===== config.mk =====
export PLATFORM = sky130hd
export DESIGN_NAME = vinst_arb
export DESIGN_NICKNAME = d
export VERILOG_FILES = /design/src/rtl/vinst_arb_pkg.sv /design/src/rtl/inst_fifo.sv /design/src/rtl/vinst_arb.sv
export SDC_FILE = /design/constraint.sdc
export NUM_CORES = 1
export LEC_CHECK = 0
export ABC_AREA = 0
export ABC_CLOCK_PERIOD_IN_PS = 2600
export CAP_MARGIN = 10
export CORE_MARGIN = 5
export CORE_UTILIZATION = 50
export DETAILED_ROUTE_END_ITERATION = 10
export GPL_TIMING_DRIVEN = 0
export PLACE_DENSITY = 0.81
export SLEW_MARGIN = 10
export SYNTH_ARGS = -nofsm -noshare
export SYNTH_HDL_FRONTEND = slang
export SYNTH_SLANG_ARGS = --single-unit
export TNS_END_PERCENT = 50

===== constraint.sdc =====
create_clock -name clk -period 2.6 [get_ports clk]
set_input_delay 0.65 -clock clk [delete_from_list [all_inputs] [get_ports clk]]
set_output_delay 0.65 -clock clk [all_outputs]
set_load 0.05 [all_outputs]

===== src/rtl/vinst_arb_pkg.sv =====
// Shared instruction/source types for the vector-instruction arbiter.
// Packaged as proj_pkgs so other array-controller blocks can reuse sa_inst_t.
package proj_pkgs;

    localparam int VARB_DEPTH = 4;

    typedef struct packed {
        logic [7:0]  opcode;
        logic [7:0]  dst;
        logic [15:0] imm;
    } sa_inst_t;

    typedef enum logic {
        SRC_HOST = 1'b0,
        SRC_SEQ  = 1'b1
    } src_t;

endpackage


===== src/rtl/inst_fifo.sv =====
// Instruction queue: storage, read/write pointers and occupancy.
// Pops while empty are ignored; flush clears pointers and count.
module inst_fifo
    import proj_pkgs::*;
#(
    parameter int DEPTH = VARB_DEPTH
) (
    input  logic                   clk,
    input  logic                   reset_n,
    input  logic                   i_push,
    input  logic                   i_pop,
    input  logic                   i_flush,
    input  sa_inst_t               i_data,
    output sa_inst_t               o_data,
    output logic [$clog2(DEPTH):0] o_count,
    output logic                   o_empty,
    output logic                   o_full
);

    localparam int AW = $clog2(DEPTH);
    localparam int CW = AW + 1;

    sa_inst_t          r_mem [DEPTH];
    logic [AW-1:0]     r_rd_ptr;
    logic [AW-1:0]     r_wr_ptr;
    logic [CW-1:0]     r_count;
    logic              w_push;
    logic              w_pop;

    assign o_empty = (r_count == '0);
    assign o_full  = (r_count == CW'(DEPTH));
    assign w_push  = i_push & ~o_full & ~i_flush;
    assign w_pop   = i_pop & ~o_empty & ~i_flush;
    assign o_data  = r_mem[r_rd_ptr];
    assign o_count = r_count;

    // Storage is deliberately not reset; o_data is meaningless while empty.
    always_ff @(posedge clk) begin
        if (w_push) r_mem[r_wr_ptr] <= i_data;
    end

    // Pointers wrap naturally because DEPTH is a power of two.
    always_ff @(posedge clk or negedge reset_n) begin
        if (!reset_n) begin
            r_rd_ptr <= '0;
            r_wr_ptr <= '0;
            r_count  <= '0;
        end else if (i_flush) begin
            r_rd_ptr <= '0;
            r_wr_ptr <= '0;
            r_count  <= '0;
        end else begin
            if (w_push) r_wr_ptr <= r_wr_ptr + AW'(1);
            if (w_pop)  r_rd_ptr <= r_rd_ptr + AW'(1);
            unique case ({w_push, w_pop})
                2'b10:   r_count <= r_count + CW'(1);
                2'b01:   r_count <= r_count - CW'(1);
                default: r_count <= r_count;
            endcase
        end
    end

endmodule


===== src/rtl/vinst_arb.sv =====
// Round-robin arbiter merging host and loop-sequencer instructions into one queue.
// Readies depend only on queue state, flush and the valids, never on ird.
module vinst_arb
    import proj_pkgs::*;
#(
    parameter int DEPTH = VARB_DEPTH
) (
    input  logic                   clk,
    input  logic                   reset_n,
    input  sa_inst_t               h_inst,
    input  logic                   h_valid,
    output logic                   h_ready,
    input  sa_inst_t               s_inst,
    input  logic                   s_valid,
    output logic                   s_ready,
    input  logic                   flush,
    output sa_inst_t               inst,
    output logic                   iavail,
    input  logic                   ird,
    output logic [$clog2(DEPTH):0] count
);

    src_t      r_last_src;
    logic      w_full;
    logic      w_empty;
    logic      w_can_push;
    logic      w_host_wins;
    logic      w_push;
    sa_inst_t  w_push_data;

    // Host wins a tie unless it was the last source granted.
    assign w_can_push  = ~w_full & ~flush;
    assign w_host_wins = h_valid & (~s_valid | (r_last_src == SRC_SEQ));
    assign h_ready     = w_can_push & w_host_wins;
    assign s_ready     = w_can_push & s_valid & ~w_host_wins;
    assign w_push      = h_ready | s_ready;
    assign w_push_data = h_ready ? h_inst : s_inst;
    assign iavail      = ~w_empty;

    always_ff @(posedge clk or negedge reset_n) begin
        if (!reset_n)     r_last_src <= SRC_SEQ;
        else if (h_ready) r_last_src <= SRC_HOST;
        else if (s_ready) r_last_src <= SRC_SEQ;
    end

    inst_fifo #(.DEPTH(DEPTH)) u_fifo (
        .clk     (clk),
        .reset_n (reset_n),
        .i_push  (w_push),
        .i_pop   (ird),
        .i_flush (flush),
        .i_data  (w_push_data),
        .o_data  (inst),
        .o_count (count),
        .o_empty (w_empty),
        .o_full  (w_full)
    );

endmodule


; After elaboration in Yosys (flattened, before gate mapping)
; Memory sizes are Yosys's and may differ from the RTL's.
; Cells that the tools add are included.
[op_classes]
add_sub_neg = 4
n_eq_ne = 3
muxes = 11
bitwise = 16
reduce_logical = 5
[ops]
columns = cell, count
row1 = two-way mux 32 bit, 1
row2 = AND 1 bit, 9
row3 = two-way mux 2 bit, 4
row4 = case mux 3 bit (2 select lines), 1
row5 = nonzero test 2 bit, 3
row6 = inverter 1 bit, 5
row7 = adder 2 x 1 -> 2 bit (second input constant), 2
row8 = two-way mux 1 bit, 4
row9 = adder 3 x 1 -> 3 bit (second input constant), 1
row10 = equality test 3 bit (second input constant), 1
row11 = zero test 3 bit, 1
row12 = two-way mux 3 bit, 1
row13 = nonzero test 3 bit, 1
row14 = subtractor 3 x 1 -> 3 bit (second input constant), 1
row15 = equality test 2 x 1 -> 1 bit (second input constant), 1
row16 = equality test 2 bit (second input constant), 1
row17 = bitwise OR 1 bit, 2
[word_totals]
reg_bits = 8
mem_bits_rw = 128
input_bits = 70
out_inout_bits = 38
wordCells = 44
memories = 1
[mem_list]
columns = name, words, width, read_ports, rd_clocked_by_memory_dff, wr, line_no
row1 = u_fifo.r_mem, 4, 32, 1, 0, 1, inst_fifo.sv:23  ; sa_inst_t r_mem [DEPTH];

; Depth between registers and ports, before layout
[logic_depth]
depth_word = 11
ltp_mapped = 8
depth_no_buf = 7

; Hierarchy
; Synthesis repeated with hierarchy kept, for this count alone.
[hier_totals]
cells_unflattened = 278
area_unflattened_um2 = 5845.6
[modules_own_cells]
columns = module, n_inst, cells_each, area_per_inst_um2, seq_area_each_um2
row1 = inst_fifo, 1, 232, 5243.8, 4018.9
row2 = vinst_arb, 1, 46, 601.8, 26.3

; Worst setup path after synthesis
; Ideal clock, no wire load.
[synth_path]
path_type = reg2reg
from = register u_fifo.r_count[0], in the netlist u_fifo.o_count[0]
to = memory u_fifo.r_mem[0][0] (netlist name) (enable)
setup_time_ps = 392
arrival_time_ps = 2143
required_ps = 2208
setup_slack_ps = 65
stages_incl_launch_ff = 5
path_buffers = 1
synth_period_minus_slack_ps = 2535
path_cell_list = dfrtp_1 nor3b_2 nor3_1 buf_2 and2_1
[synth_between]
elab_chain_cells = 10
elab_cells_between_ends = 11
cone_classes = eq/ne: 1 / mux: 2 / bitwise: 8
[synth_lines]
columns = item, line_no
row1 = start: declaration, inst_fifo.sv:26  ; logic [CW-1:0] r_count;
row2 = start signal: assignment, inst_fifo.sv:56  ; 2'b10: r_count <= r_count + CW'(1);
row3 = start signal: assignment, inst_fifo.sv:57  ; 2'b01: r_count <= r_count - CW'(1);
row4 = start signal: assignment, inst_fifo.sv:58  ; default: r_count <= r_count;
row5 = equality test 3 bit (*), inst_fifo.sv:31  ; assign o_full = (r_count == CW'(DEPTH));
row6 = inverter 1 bit (*), "inst_fifo.sv:32, vinst_arb.sv:32"
row7 = AND 1 bit, vinst_arb.sv:32  ; assign w_can_push = ~w_full & ~flush;
row8 = AND 1 bit (2 in a row), vinst_arb.sv:35  ; assign s_ready = w_can_push & s_valid & ~w_host_wins;
row9 = bitwise OR 1 bit, vinst_arb.sv:36  ; assign w_push = h_ready | s_ready;
row10 = AND 1 bit (*) (2 in a row), inst_fifo.sv:32  ; assign w_push = i_push & ~o_full & ~i_flush;
row11 = two-way mux 1 bit (*), inst_fifo.sv:39  ; if (w_push) r_mem[r_wr_ptr] <= i_data;
row12 = two-way mux 1 bit (not written as such) (*), inst_fifo.sv:39
row13 = end: declaration, inst_fifo.sv:23
; Mark *: on every way between the ends. The rest lies on a longest branch, timed or not.

; Worst setup path in the final report
[layout_path]
from = input s_valid
to = output h_ready
[layout_between]
elab_chain_cells = 4
[layout_lines]
columns = item, line_no
row1 = start: declaration, vinst_arb.sv:14  ; input logic s_valid,
row2 = inverter 1 bit, vinst_arb.sv:33  ; assign w_host_wins = h_valid & (~s_valid | (r_last_src == SRC_SEQ));
row3 = bitwise OR 1 bit, vinst_arb.sv:33
row4 = AND 1 bit, vinst_arb.sv:33
row5 = AND 1 bit, vinst_arb.sv:34  ; assign h_ready = w_can_push & w_host_wins;
row6 = end: declaration, vinst_arb.sv:12  ; output logic h_ready,
; No other way between the ends.

==> run metrics <==
RSZ-0062 raised after global routing=true; P per Cell Area=around 1100 mW/mm²; WL final=~11000 µm; DIE HEIGHT=approximately 120 µm; # fillers=roughly 790; Final Core Density=around two thirds; DRC=0; drt wl/cell=just under 20 µm; Antenna diodes=0; Final Non-Filler Cells=~550; die width=roughly 120 µm; Synth top area share=~68%; Critical Path Fanout Max=10; Rel. slew slack=a little under two thirds; post-layout net count=468; vias in the first global route=between 3000 and 4000; Post-Syn Area=between 0.005 and 0.006 mm²; area occupied by multi-input gates=between 0.0015 and 0.002 mm²; Final Max Tran Viols=0; post-synth cell types=33; syn nets=336; largest net degree at the start of global routing=28; Antenna Nets Post-Route=0; Final Skew=between 0.01 and 0.015 ns; flops & latches, synth=~140; maximum clock rate=between 300 and 400 MHz; static leakage=around 2.6 nW; Synth Warn #=0; placed cell count=515; Die Area=approximately 0.014 mm²; root buf cell=clkbuf_16; Buf+Inv Stages, Crit Path=4; CTS Buf Count=17; average size of a mapped cell=around 22 µm²; Vias/cell=between 5 and 6; total clock sinks=roughly 140; H-tree lvl count=4; largest cells by area after synthesis=edfxtp_1, mux4_2, mux2_4; CTS tree=done; GRT Util Overall=approximately 17%; period utilisation layout=a little over nine tenths; Area growth syn-to-layout=32.6%; Site Rows=39; setup TNS=0 ns; clk buf depth=2; GR Overflow Total=0; dominant cell type by area after synthesis=edfxtp_1; first-pass iteration count of the detailed router=4; routability cong.=around 0.73; Final min period=around 2.6 ns; Buffers on Ports=107; Final Setup Violations=0; layout cells sized above 1=roughly two fifths; status=finished, final reports clean; arrival time worst endpoint=between 1.5 and 2 ns; initial antenna violation count=0; Clock transition at path regs=approximately 0.06 ns; CP startpoint kind=input port; Crit path max-delay family=buffers and inverters; critical path type=input port to output pin; Detail Placement HPWL=approximately 7200 µm; Largest stage delay, worst path=about 0.52 ns; CP Cell Sequence=clkdlybuf4s50_1, nand2b_1, and3_1, buf_6, buf_12, buf_6; core area=0.0113 mm²; CP Data Required Time=just under 2 ns; Seq/Total Area, Yosys=between 70% and 80%; Final Hold Fails=0; Cells after Synth=261; Tightest Hold Check Type=input port to asynchronous set/reset pin; Iteration-0 DRC Markers=around 180; starting density of the core=just over 50%; worst slew pin tran=between 0.5 and 0.6 ns; FF/Latch Area=approximately 0.0040 mm²; VDD IR max=0.755 mV; slowest CP cell=clkdlybuf4s50_1; cell mode on critical path=buf_6; Clk Latency, worst-skew pair=0.41 ns; first-pass GRT wire length=between 15000 and 20000 µm; maxcap violations=0; vias post-DR=about 2900; I/O pin cnt=108; type of element capturing the critical path=output pin
## flip-flops by register name (all words and copies together), names as in the netlist
name	count
u_fifo.r_mem	128
u_fifo.o_count	3
u_fifo.r_rd_ptr	2
u_fifo.r_wr_ptr	2
r_last_src	1
## synthesized netlist by cell type
cell / count
a2111oi_4: 1
a21bo_2: 1
a21oi_1: 1
a2bb2oi_1: 1
and2_1: 4
and3_1: 1
buf_2: 5
buf_6: 4
clkbuf_1: 6
dfrtp_1: 7
dfstp_2: 1
edfxtp_1: 128
fa_1: 1
ha_1: 4
inv_1: 2
mux2_1: 4
mux2_2: 1
mux2_4: 30
mux2i_1: 1
mux4_2: 32
nand2_1: 3
nand2b_1: 2
nand3_1: 1
nand3b_1: 1
nor2_1: 7
nor2b_1: 2
nor3_1: 2
nor3b_2: 1
o21ai_0: 1
o31ai_1: 1
or2b_1: 1
or3_1: 1
xor2_1: 3
## metal layers
layer	wire (µm)	GRT usage (%)	share of wire [%]
met5	0	0	0
met4	74	4.89	0.68
met3	739	5.91	6.8
met2	5770	29.5	53
met1	4250	21.3	39
## kinds of logic (layout without fill, tap and decap cells)
| family | count (synthesis) | in the layout | share of synthesized area, % |
|---|---|---|---|
| xor gates and xnor gates | 3 | 3 | 0.462 |
| DFF | 136 | 136 | 71.1 |
| adders and majority gates | 5 | 5 | 1.23 |
| AOI/OAI and AO/OA | 6 | 6 | 1.12 |
| muxes | 68 | 68 | 21.8 |
| buffers and inverters | 17 | 162 | 1.76 |
| and+or+nand+nor | 26 | 26 | 2.51 |
## cells in the final DEF (no fill, tap or decap), drive strengths merged, types with 4 or more instances in the layout
master and count:
edfxtp 128, clkdlybuf4s50 71, buf 38, mux2 35, clkbuf 33, mux4 32
clkinvlp 7, nor2 7, dfrtp 7, dlygate4sd2 5, and2 4, ha 4
inv 4
## report_power, final
group / internal (mW) / switching, mW / leakage, nW / total [mW]
registers: 2.81 / 0.120 / 1.27 / 2.93
clock network: 1.32 / 0.896 / 0.248 / 2.22
logic: 1.18 / 1.89 / 1.11 / 3.07
total: 5.31 / 2.91 / 2.63 / 8.22
## timing repair
item	CTS	global route
gates resized for setup	121	45
endpoints found under the setup margin	35	32
buffers inserted	2	1
hold buffers	0	0
pin swaps	1	0
hold endpoints to repair	0	0
## through the flow
step                total power [mW]  setup WS [ns]  hold WS [ns]  area (µm²)
detailed placement              6.20         -0.978         0.584        7020
finish                          8.22         0.0411         0.528        7540
global route                    8.60        -0.0311         0.532        7540
global placement                6.10         -0.975         0.544        6940
floorplan                       5.18         0.0646         0.354        5690
CTS                             8.29         -0.247         0.519        7550
## worst register-to-register path: cells and delay by family (launching register included)
kind	cells	cell delay, ns
buffers and inverters	2	0.39
flip-flops	1	0.43
AO/OA/AOI/OAI	1	0.15
AND/OR/NAND/NOR	4	0.61
multiplexers	1	0.30
adder cells (fa/ha/maj)	1	0.39
## final cells by class
class	count	area share, %
Buffer	14	2.01
Sequential cell	136	53.7
Multi-Input combinational cell	108	20.7
Tap cell	143	2.37
Timing Repair Buffer	114	13.7
Clock buffer	19	5.74
Inverter	2	0.0996
Clock inverter	13	1.68
## worst paths after layout
path	slack, ns	start	cells past startpoint	to
max in group asynchronous	1.76	reset_n	1	r_last_src
max reg2reg	0.22	u_fifo.o_count[2]	9	u_fifo.o_count[2]
max	0.04	s_valid	6	h_ready
min in group clk	0.58	r_last_src	1	r_last_src
min	0.53	reset_n	1	u_fifo.o_count[2]
min reg2reg	0.58	r_last_src	1	r_last_src
(Power assumes the default switching activity.)
